--- src/rtl/hash_engine.sv ---
// Streaming multi-round byte hash: each accepted symbol is mixed into a 4-lane
// chaining state over NUM_ROUNDS clocks; the state is presented as the digest after the last symbol.
module hash_engine #(
    parameter int                  LANE_W     = 8,
    parameter int                  NUM_ROUNDS = 5,
    parameter logic [4*LANE_W-1:0] IV         = '0
) (
    input  logic                  clk,
    input  logic                  reset,
    input  logic                  in_valid,
    output logic                  in_ready,
    input  logic [LANE_W-1:0]     in_byte,
    input  logic                  in_last,
    output logic                  out_valid,
    input  logic                  out_ready,
    output logic [4*LANE_W-1:0]   digest,
    output logic                  busy
);

    localparam int RW = $clog2(NUM_ROUNDS + 1);

    typedef enum logic [1:0] {
        S_IDLE  = 2'd0,
        S_ROUND = 2'd1,
        S_DONE  = 2'd2
    } fsm_t;

    fsm_t                r_fsm;
    logic [4*LANE_W-1:0] r_state;
    logic [LANE_W-1:0]   r_byte;
    logic                r_last;
    logic [RW-1:0]       r_r;
    logic                r_in_ready;
    logic                r_out_valid;
    logic                r_busy;

    // One mixing round; the boolean mix changes with the round index.
    function automatic logic [4*LANE_W-1:0] round_fn(
        input logic [4*LANE_W-1:0] st,
        input logic [LANE_W-1:0]   sym,
        input logic [RW-1:0]       rnd
    );
        logic [LANE_W-1:0] a, b, c, d, mix, t, a_rot;
        int                ri;
        int                rot;
        {d, c, b, a} = st;
        ri = int'(rnd);
        if (ri <= 2)
            mix = (c & b) | (~b & d);
        else if (ri <= 4)
            mix = (c & b) | (b & d) | (c & d);
        else
            mix = c ^ b ^ d;
        t     = mix + a + sym;
        rot   = ri % LANE_W;
        a_rot = (t << rot) | (t >> (LANE_W - rot));
        return {c, b, a_rot, d};
    endfunction

    always_ff @(posedge clk or posedge reset) begin
        if (reset) begin
            r_fsm       <= S_IDLE;
            r_state     <= IV;
            r_byte      <= '0;
            r_last      <= 1'b0;
            r_r         <= '0;
            r_in_ready  <= 1'b1;
            r_out_valid <= 1'b0;
            r_busy      <= 1'b0;
        end else begin
            case (r_fsm)
                S_IDLE: begin
                    if (in_valid) begin
                        r_byte     <= in_byte;
                        r_last     <= in_last;
                        r_r        <= RW'(1);
                        r_fsm      <= S_ROUND;
                        r_in_ready <= 1'b0;
                        r_busy     <= 1'b1;
                    end
                end
                S_ROUND: begin
                    r_state <= round_fn(r_state, r_byte, r_r);
                    r_r     <= r_r + RW'(1);
                    if (r_r == RW'(NUM_ROUNDS)) begin
                        if (r_last) begin
                            r_fsm       <= S_DONE;
                            r_out_valid <= 1'b1;
                        end else begin
                            r_fsm      <= S_IDLE;
                            r_in_ready <= 1'b1;
                            r_busy     <= 1'b0;
                        end
                    end
                end
                S_DONE: begin
                    // Digest is held until the consumer takes it, then the chain restarts.
                    if (out_ready) begin
                        r_state     <= IV;
                        r_fsm       <= S_IDLE;
                        r_out_valid <= 1'b0;
                        r_in_ready  <= 1'b1;
                        r_busy      <= 1'b0;
                    end
                end
                default: begin
                    r_fsm       <= S_IDLE;
                    r_in_ready  <= 1'b1;
                    r_out_valid <= 1'b0;
                    r_busy      <= 1'b0;
                end
            endcase
        end
    end

    assign in_ready  = r_in_ready;
    assign out_valid = r_out_valid;
    assign busy      = r_busy;
    assign digest    = r_state;

endmodule

--- config.mk ---
export PLATFORM = sky130hd
export DESIGN_NAME = hash_engine
export DESIGN_NICKNAME = d
export VERILOG_FILES = /design/src/rtl/hash_engine.sv
export SDC_FILE = /design/constraint.sdc
export NUM_CORES = 1
export LEC_CHECK = 0
export CORE_ASPECT_RATIO = 2
export CORE_MARGIN = 1
export CORE_UTILIZATION = 35
export DETAILED_ROUTE_END_ITERATION = 8
export GPL_TIMING_DRIVEN = 0
export SLEW_MARGIN = 20
export SYNTH_ARGS = -nofsm -noshare
export SYNTH_HDL_FRONTEND = slang
export SYNTH_SLANG_ARGS = --single-unit
--- constraint.sdc ---
create_clock -name clk -period 9.57 [get_ports clk]
set_input_delay 1.914 -clock clk [delete_from_list [all_inputs] [get_ports clk]]
set_output_delay 1.914 -clock clk [all_outputs]
set_load 0.01 [all_outputs]
## Word-level counts from Yosys, hierarchy flattened

Cells that the tools add are included.

- Add/subtract/negate cells: 4
- Magnitude comparators: 2
- Equality and inequality tests: 8
- Shift-type cells: 2
- Multiplexer cells: 25
- Bitwise operators: 12
- Reductions and logical operators: 9

Operator list:

| kind | number |
|---|---|
| case mux 32 bit (2 select lines) | 1 |
| AND 8 bit | 4 |
| two-way mux 32 bit | 1 |
| bitwise OR 8 bit | 4 |
| >> shifter 8 x 32 -> 8 bit | 1 |
| two-way mux 8 bit | 3 |
| adder 8 bit | 2 |
| XOR 8 bit | 2 |
| two-way mux 1 bit | 10 |
| != test 2 bit (second input constant) | 5 |
| case mux 1 bit (3 select lines) | 3 |
| two-way mux 2 bit | 4 |
| inverter 8 bit | 1 |
| AND reduction 4 bit | 2 |
| left shift 8 x 3 -> 8 bit | 1 |
| case mux 2 bit (3 select lines) | 1 |
| case mux 3 bit (2 select lines) | 1 |
| AND reduction 2 bit | 3 |
| subtractor 4 x 3 -> 5 bit (first input constant) | 1 |
| nonzero test 2 bit | 2 |
| adder 3 x 1 -> 3 bit (second input constant) | 1 |
| equality test 3 bit (second input constant) | 1 |
| less-or-equal comparator 3 x 2 -> 1 bit (second input constant) | 1 |
| less-or-equal comparator 3 bit (second input constant) | 1 |
| other kinds (6) | 6 |

- Register bits: 49
- Bits of input ports: 13
- Output and inout port bits: 35
- Word-level logic and storage cells: 70

## Depth between registers and ports, before layout

Gate-level depths: netlist (run 1).

- Depth after elaboration: 11
- Gate-level depth with buffers: 18

## Worst setup path before layout (run 1)

Ideal clock, no wire load.

- Path kind: flip-flop to flip-flop
- From: reg r_r[0]
- To: reg r_state[15], in the netlist digest[15]
- Setup time: 130 ps
- Arrival: 4369 ps
- Data required time: 9440 ps
- Slack: 5071 ps
- Cell stages (with the launch flop): 18
- Buffers on the path: 3
- Period minus slack after synthesis: 4499 ps
- Cells stage by stage: dfrtp_1 -> buf_1 -> inv_1 -> clkbuf_1 -> ha_1 -> o21ai_0 -> clkbuf_1 -> o21ai_0 -> fa_1 -> inv_1 -> ha_1 -> fa_1 -> a211oi_1 -> o21bai_1 -> a21oi_1 -> xnor3_2 -> a222oi_1 -> a21oi_1

- Cells in the longest elaborated chain, start to end: 9
- Elaborated cells between the ends (all ways): 12
- Classes of those cells: 3 x add/sub; 2 x order compare; 2 x shift; 4 x mux; 1 x bitwise

Ends and longest elaborated chain:

| what | line | source |
|---|---|---|
| from (decl) | 32 | `logic [RW-1:0] r_r;` |
| from (signal assigned) | 84 | `r_r <= r_r + RW'(1);` |
| less-or-equal comparator 3 bit | 50 | `else if (ri <= 4)` |
| two-way mux 8 bit | 50 |  |
| two-way mux 8 bit | 48 | `if (ri <= 2)` |
| two-way mux 8 bit | 71 | `case (r_fsm)` |
| adder 8 bit (2 in a row) | 54 | `t = mix + a + sym;` |
| >> shifter 8 x 32 -> 8 bit or left shift 8 x 3 -> 8 bit (tied branches) | 56 | `a_rot = (t << rot) \| (t >> (LANE_W - rot));` |
| bitwise OR 8 bit (*) | 56 |  |
| case mux 32 bit (2 select lines) (*) | 71 |  |
| to (signal assigned) | 83 | `r_state <= round_fn(r_state, r_byte, r_r);` |
| to (decl) | 29 | `logic [4*LANE_W-1:0] r_state;` |

Every way passes the cells marked *; elsewhere a longest branch is shown, timed or not. The select of a mux whose other input is x is not followed.
A chain may end at the register's enable or synchronous reset.

## Worst setup path in the final report (run 1)

- From: reg r_r[0]
- To: reg r_state[8], in the netlist digest[8]

The elaborated chain is that of the path after synthesis.

==> results of run 1 <==
[state kept, by name, indices dropped and copies added, names as in the netlist]
name and flops:
busy 1, digest 32, in_ready 1, out_valid 1, r_byte 8, r_fsm 2
r_last 1, r_r 3
[worst min-delay path, delay by kind of cell, from the launching register on]
family	cells	cell delay, ns
compound gates	2	0.15
flops	1	0.35
[cell families after synthesis]
logic type,after synthesis,synth area share
compound gates,121,0.265
simple gates,81,0.115
flops,49,0.358
buf+inv,34,0.0416
fa+ha+maj,27,0.133
mux,21,0.0682
xor+xnor,6,0.0197
[per-layer routing]
metal,up-vias,share of wire,global-route usage
met5,-,0,0
met3,26,0.027,0.0248
met4,0,0.038,0.110
met1,1481,0.38,0.250
li1,1382,-,-
met2,74,0.56,0.400
[cell type report]
cell class	count	area (um2)
Clock inverter	1	7.51
Tap cell	130	163
Fill cell	964	5220
Inverter	15	56.3
Buffer	19	86.3
Timing Repair Buffer	48	490
Multi-Input combinational cell	256	2060
Clock buffer	7	133
Sequential cell	49	1230
[synthesized netlist by cell type, types with 6 or more instances]
cell       n
a21oi_1   22
clkbuf_1  16
mux2i_1   11
fa_1      16
a211oi_1   8
o21ai_0   16
mux2_2     9
ha_1      11
a22o_1    23
dfrtp_1   48
nand2_1   20
inv_1     15
o211ai_1   6
nand2b_1   6
nor2b_1   11
nor3_1     7
nor2_1    20
[how the worst max path moves through the flow]
stage | startpoint | end | slack (ns) | cells past startpoint
global placement | r_r[0] | digest[8] | 3.65 | 17
global route | r_r[0] | digest[8] | 3.30 | 17
finish | r_r[0] | digest[8] | 3.58 | 17
floorplan | r_r[0] | digest[15] | 5.07 | 17
detailed placement | r_r[0] | digest[8] | 3.64 | 17
CTS | r_r[0] | digest[8] | 3.60 | 17
[metrics by stage]
step / std cells / setup slack (ns) / instance area, um2 / utilization / hold slack, ns
finish: 525 / 3.58 / 4220 / 0.447 / 0.537
global route: 525 / 3.30 / 4220 / 0.447 / 0.563
CTS: 525 / 3.60 / 4220 / 0.447 / 0.541
detailed placement: 517 / 3.64 / 4080 / 0.432 / 0.526
global placement: 516 / 3.65 / 4060 / 0.430 / 0.520
floorplan: 339 / 5.07 / 3430 / - / 0.502
==> results.sh, run 1 <==
export IMPL_status="finished clean"
export IMPL_worstPathCellList="buf_1 > inv_1 > clkbuf_1 > ha_1 > o21ai_0 > clkbuf_1 > o21ai_0 > fa_1 > inv_1 > ha_1 > fa_1 > a21o_1 > a21oi_1 > xor2_1 > o22ai_1 > a211oi_2 > o311ai_1"
export IMPL_rrSetupSlack_ns=3.58
export IMPL_wl_per_cell_um=20.1
export IMPL_ant_nets=0
export IMPL_timing_rr_start="r_r[0]"
export IMPL_tightest_slew_ns=0.825
export IMPL_postSynthAreaPerCell_um2=10.1
export IMPL_die_x_um=72.0
export IMPL_postCtsHoldBufs=0
export IMPL_path_class="reg -> reg"
export IMPL_fin_crit_sh=0.626
export IMPL_numClockSinks=49
export IMPL_rsz0062_at_grt="no"
export IMPL_hold_depth=2
export IMPL_cts_buffers=5
export IMPL_grt_pass1_vias=3084
export IMPL_cp_top_family="compound AO/OA/AOI/OAI gates"
export IMPL_final_hold_viol_count=0
export IMPL_nNetsFinal=434
export IMPL_synth_seq_cells=49
export IMPL_firstDrtPassIters=4
export IMPL_yosys_warnings=0
export IMPL_path_buf_inv=5
export IMPL_syn_nets=379
export IMPL_dieHeight_um=142
export IMPL_finalClockSkew_ns=0.00843
export IMPL_port_buffers=47
export IMPL_fmax_mhz=167
export IMPL_drt_iter0_drc=198
export IMPL_r2r_cells=17
export IMPL_cts_htree_levels=2
export IMPL_grt_pass1_wl_mm=16.9
export IMPL_placeableCoreArea_mm2=0.00945
export IMPL_start_util=0.363
export IMPL_syn_area_mm2=0.00343
export IMPL_startpoint_type="flop"
export IMPL_setup_tns_ns=0
export IMPL_drcViolationCount=0
export IMPL_synth_distinct_cells=56
export IMPL_synth_edf_count=0
export IMPL_hold_path_class="reg -> reg"
export IMPL_syn2layout_area_growth_pct=23.1
export IMPL_async_flop_share=1.00
export IMPL_diodes=0
export IMPL_clk_pin_slew_ns=0.07
export IMPL_crit_path_end_kind="flop"
export IMPL_drive_gt1_frac=0.0684
export IMPL_cts_buffer_depth=2
export IMPL_worstHoldStart="out_valid"
export IMPL_wirelength_mm=10.5
export IMPL_synth_flop_cell="dfrtp_1"
export IMPL_path_max_fanout=11
export IMPL_slowest_stage="xor2_1"
export IMPL_layout_common_cells="dfrtp_1 (48), clkdlybuf4s50_1 (47), a22o_1 (23)"
export IMPL_synthCells=339
export IMPL_arrival_ns=6.15
export IMPL_gp_congestion=0.927
export IMPL_ys_seq_area_frac=0.358
export IMPL_root_buffer="clkbuf_16"
export IMPL_post_cts_buffers=0
export IMPL_final_common_cell="dfrtp_1"
export IMPL_track_usage=0.221
export IMPL_ioPinCount=48
export IMPL_via_per_inst=5.64
export IMPL_rows=50
export IMPL_insertion_delay_ns=0.29
export IMPL_dieArea_mm2=0.0102
export IMPL_dr_total_vias=2963
export IMPL_reg2reg_to="digest[8]"
export IMPL_worstHoldEndpoint="out_valid"
export IMPL_critPathRequiredTime_ns=9.73
export IMPL_slew_viol_final=0
export IMPL_max_stage_delay_ns=0.64
export IMPL_fin_crit_ns=5.99
export IMPL_netlist_area_leader_share=0.350
export IMPL_setup_violations_final=0
export IMPL_overflow=0
export IMPL_worst_slew_margin_rel=0.450
export IMPL_cts_tree="built"
export IMPL_dp_hpwl_mm=8.17
export IMPL_grt_start_max_net_pins=33
export IMPL_yosysTopAreaCell="dfrtp_1"
export IMPL_cap_violations=0
export IMPL_post_cts_resized=0
export IMPL_synth_area_leaders="dfrtp_1 (35%), fa_1 (9.3%), a22o_1 (5.9%)"
export IMPL_antenna_found_initial=0
Power of run 1 is left out: the tool's default activity adds up to more than one toggle a clock period on the data nets, which glitch-free logic cannot reach.
==> run 2, diff against run 1 <==
Clock period 9.57 ns to 6.2 ns, I/O delays scaled along.
==> results.sh, run 2 (same netlist as run 1, synthesis figures left out) <==
export IMPL_r2r_cells=17
export IMPL_cts_htree_levels=2
export IMPL_via_per_inst=5.63
export IMPL_fin_crit_sh=0.961
export IMPL_drcViolationCount=0
export IMPL_layout_common_cells="dfrtp_1 (48), clkdlybuf4s50_1 (47), a22o_1 (23)"
export IMPL_cap_violations=0
export IMPL_cts_tree="built"
export IMPL_fmax_mhz=168
export IMPL_firstDrtPassIters=4
export IMPL_crit_path_end_kind="flop"
export IMPL_wirelength_mm=10.6
export IMPL_finalClockSkew_ns=0.00768
export IMPL_port_buffers=47
export IMPL_dr_total_vias=2955
export IMPL_cts_buffer_depth=2
export IMPL_placeableCoreArea_mm2=0.00945
export IMPL_cp_top_family="compound AO/OA/AOI/OAI gates"
export IMPL_fin_crit_ns=5.96
export IMPL_slew_viol_final=0
export IMPL_clk_pin_slew_ns=0.07
export IMPL_worst_slew_margin_rel=0.451
export IMPL_hold_depth=2
export IMPL_ioPinCount=48
export IMPL_diodes=0
export IMPL_ant_nets=0
export IMPL_largest_reg_flops=32
export IMPL_root_buffer="clkbuf_16"
export IMPL_reg2reg_to="digest[8]"
export IMPL_worstPathCellList="buf_1 > inv_1 > clkbuf_1 > ha_1 > o21ai_0 > clkbuf_1 > o21ai_0 > fa_1 > inv_1 > ha_1 > fa_1 > a211oi_1 > o21bai_1 > a21oi_1 > xnor3_2 > a211oi_2 > o311ai_1"
export IMPL_path_buf_inv=5
export IMPL_start_util=0.363
export IMPL_critPathRequiredTime_ns=6.36
export IMPL_track_usage=0.221
export IMPL_dieArea_mm2=0.0102
export IMPL_worstHoldEndpoint="out_valid"
export IMPL_final_hold_viol_count=0
export IMPL_overflow=0
export IMPL_syn2layout_area_growth_pct=23.3
export IMPL_fillers=964
export IMPL_wl_per_cell_um=20.1
export IMPL_numClockSinks=49
export IMPL_grt_pass1_vias=3084
export IMPL_hold_path_class="reg -> reg"
export IMPL_startpoint_type="flop"
export IMPL_dieHeight_um=142
export IMPL_path_max_fanout=11
export IMPL_die_x_um=72.0
export IMPL_drt_iter0_drc=199
export IMPL_setup_violations_final=0
export IMPL_setup_tns_ns=0
export IMPL_status="finished clean"
export IMPL_cts_buffers=5
export IMPL_grt_pass1_wl_mm=16.9
export IMPL_gp_congestion=0.927
export IMPL_final_common_cell="dfrtp_1"
export IMPL_insertion_delay_ns=0.29
export IMPL_rsz0062_at_grt="no"
export IMPL_path_class="reg -> reg"
export IMPL_slowest_stage="dfrtp_1"
export IMPL_tightest_slew_ns=0.817
export IMPL_rows=50
export IMPL_arrival_ns=6.11
export IMPL_timing_rr_start="r_r[0]"
export IMPL_rrSetupSlack_ns=0.24
export IMPL_post_cts_buffers=0
export IMPL_max_stage_delay_ns=0.52
export IMPL_antenna_found_initial=0
export IMPL_drive_gt1_frac=0.0709
export IMPL_worstHoldStart="out_valid"
export IMPL_grt_start_max_net_pins=33
export IMPL_dp_hpwl_mm=8.17
export IMPL_nNetsFinal=434
[run 2: cell counts in the layout (fill, tap and decap cells not counted)]
Identical to the previous run, type by type.
[run 2: area by class of cell]
type                       count  area [um2]  share of cell area
buffer                        19        86.3              0.0204
clock buffer                   7         133              0.0313
clock inverter                 1        7.51             0.00177
inverter                      15        56.3              0.0133
multi-input combinational    256        2070               0.489
sequential                    49        1230               0.290
tap                          130         163              0.0384
timing repair buffer          48         490               0.116
[run 2: routing by layer]
| metal | vias up | global-route usage | part of all wire |
|---|---|---|---|
| li1 | 1379 | - | - |
| met4 | 0 | 0.110 | 0.037 |
| met5 | - | 0 | 0 |
| met1 | 1481 | 0.250 | 0.38 |
| met3 | 26 | 0.0248 | 0.026 |
| met2 | 69 | 0.400 | 0.55 |
[run 2: worst max-delay path by stage]
stage                     depth (start not counted)    from  slack, ns         end
after floorplan                                  17  r_r[0]       1.70  digest[15]
after global placement                           17  r_r[0]       0.28   digest[8]
after global routing                             17  r_r[0]      0.004   digest[8]
final                                            17  r_r[0]       0.24   digest[8]
after detailed placement                         17  r_r[0]       0.27   digest[8]
after CTS                                        17  r_r[0]       0.23   digest[8]
[run 2: what timing repair did]
| item | in CTS | in global routing |
|---|---|---|
| gates resized for setup | 0 | 1 |
| hold buffers | 0 | 0 |
| endpoints found under the setup margin | 0 | 2 |
[run 2: tightest hold or removal path: stages, from the launching register on]
cell and delay (ns):
dfrtp_1 0.35, a31oi_1 0.04, a21oi_1 0.11
[run 2: stage by stage]
stage	std cells	utilization	hold slack, ns	worst slack (ns)	instance area, um2
global route	525	0.448	0.563	0.00354	4230
detailed placement	517	0.432	0.526	0.275	4080
finish	525	0.448	0.537	0.242	4230
global placement	516	0.430	0.520	0.276	4060
CTS	525	0.447	0.541	0.234	4220
floorplan	339	-	0.502	1.70	3430
Power of run 2 is left out for the same reason.
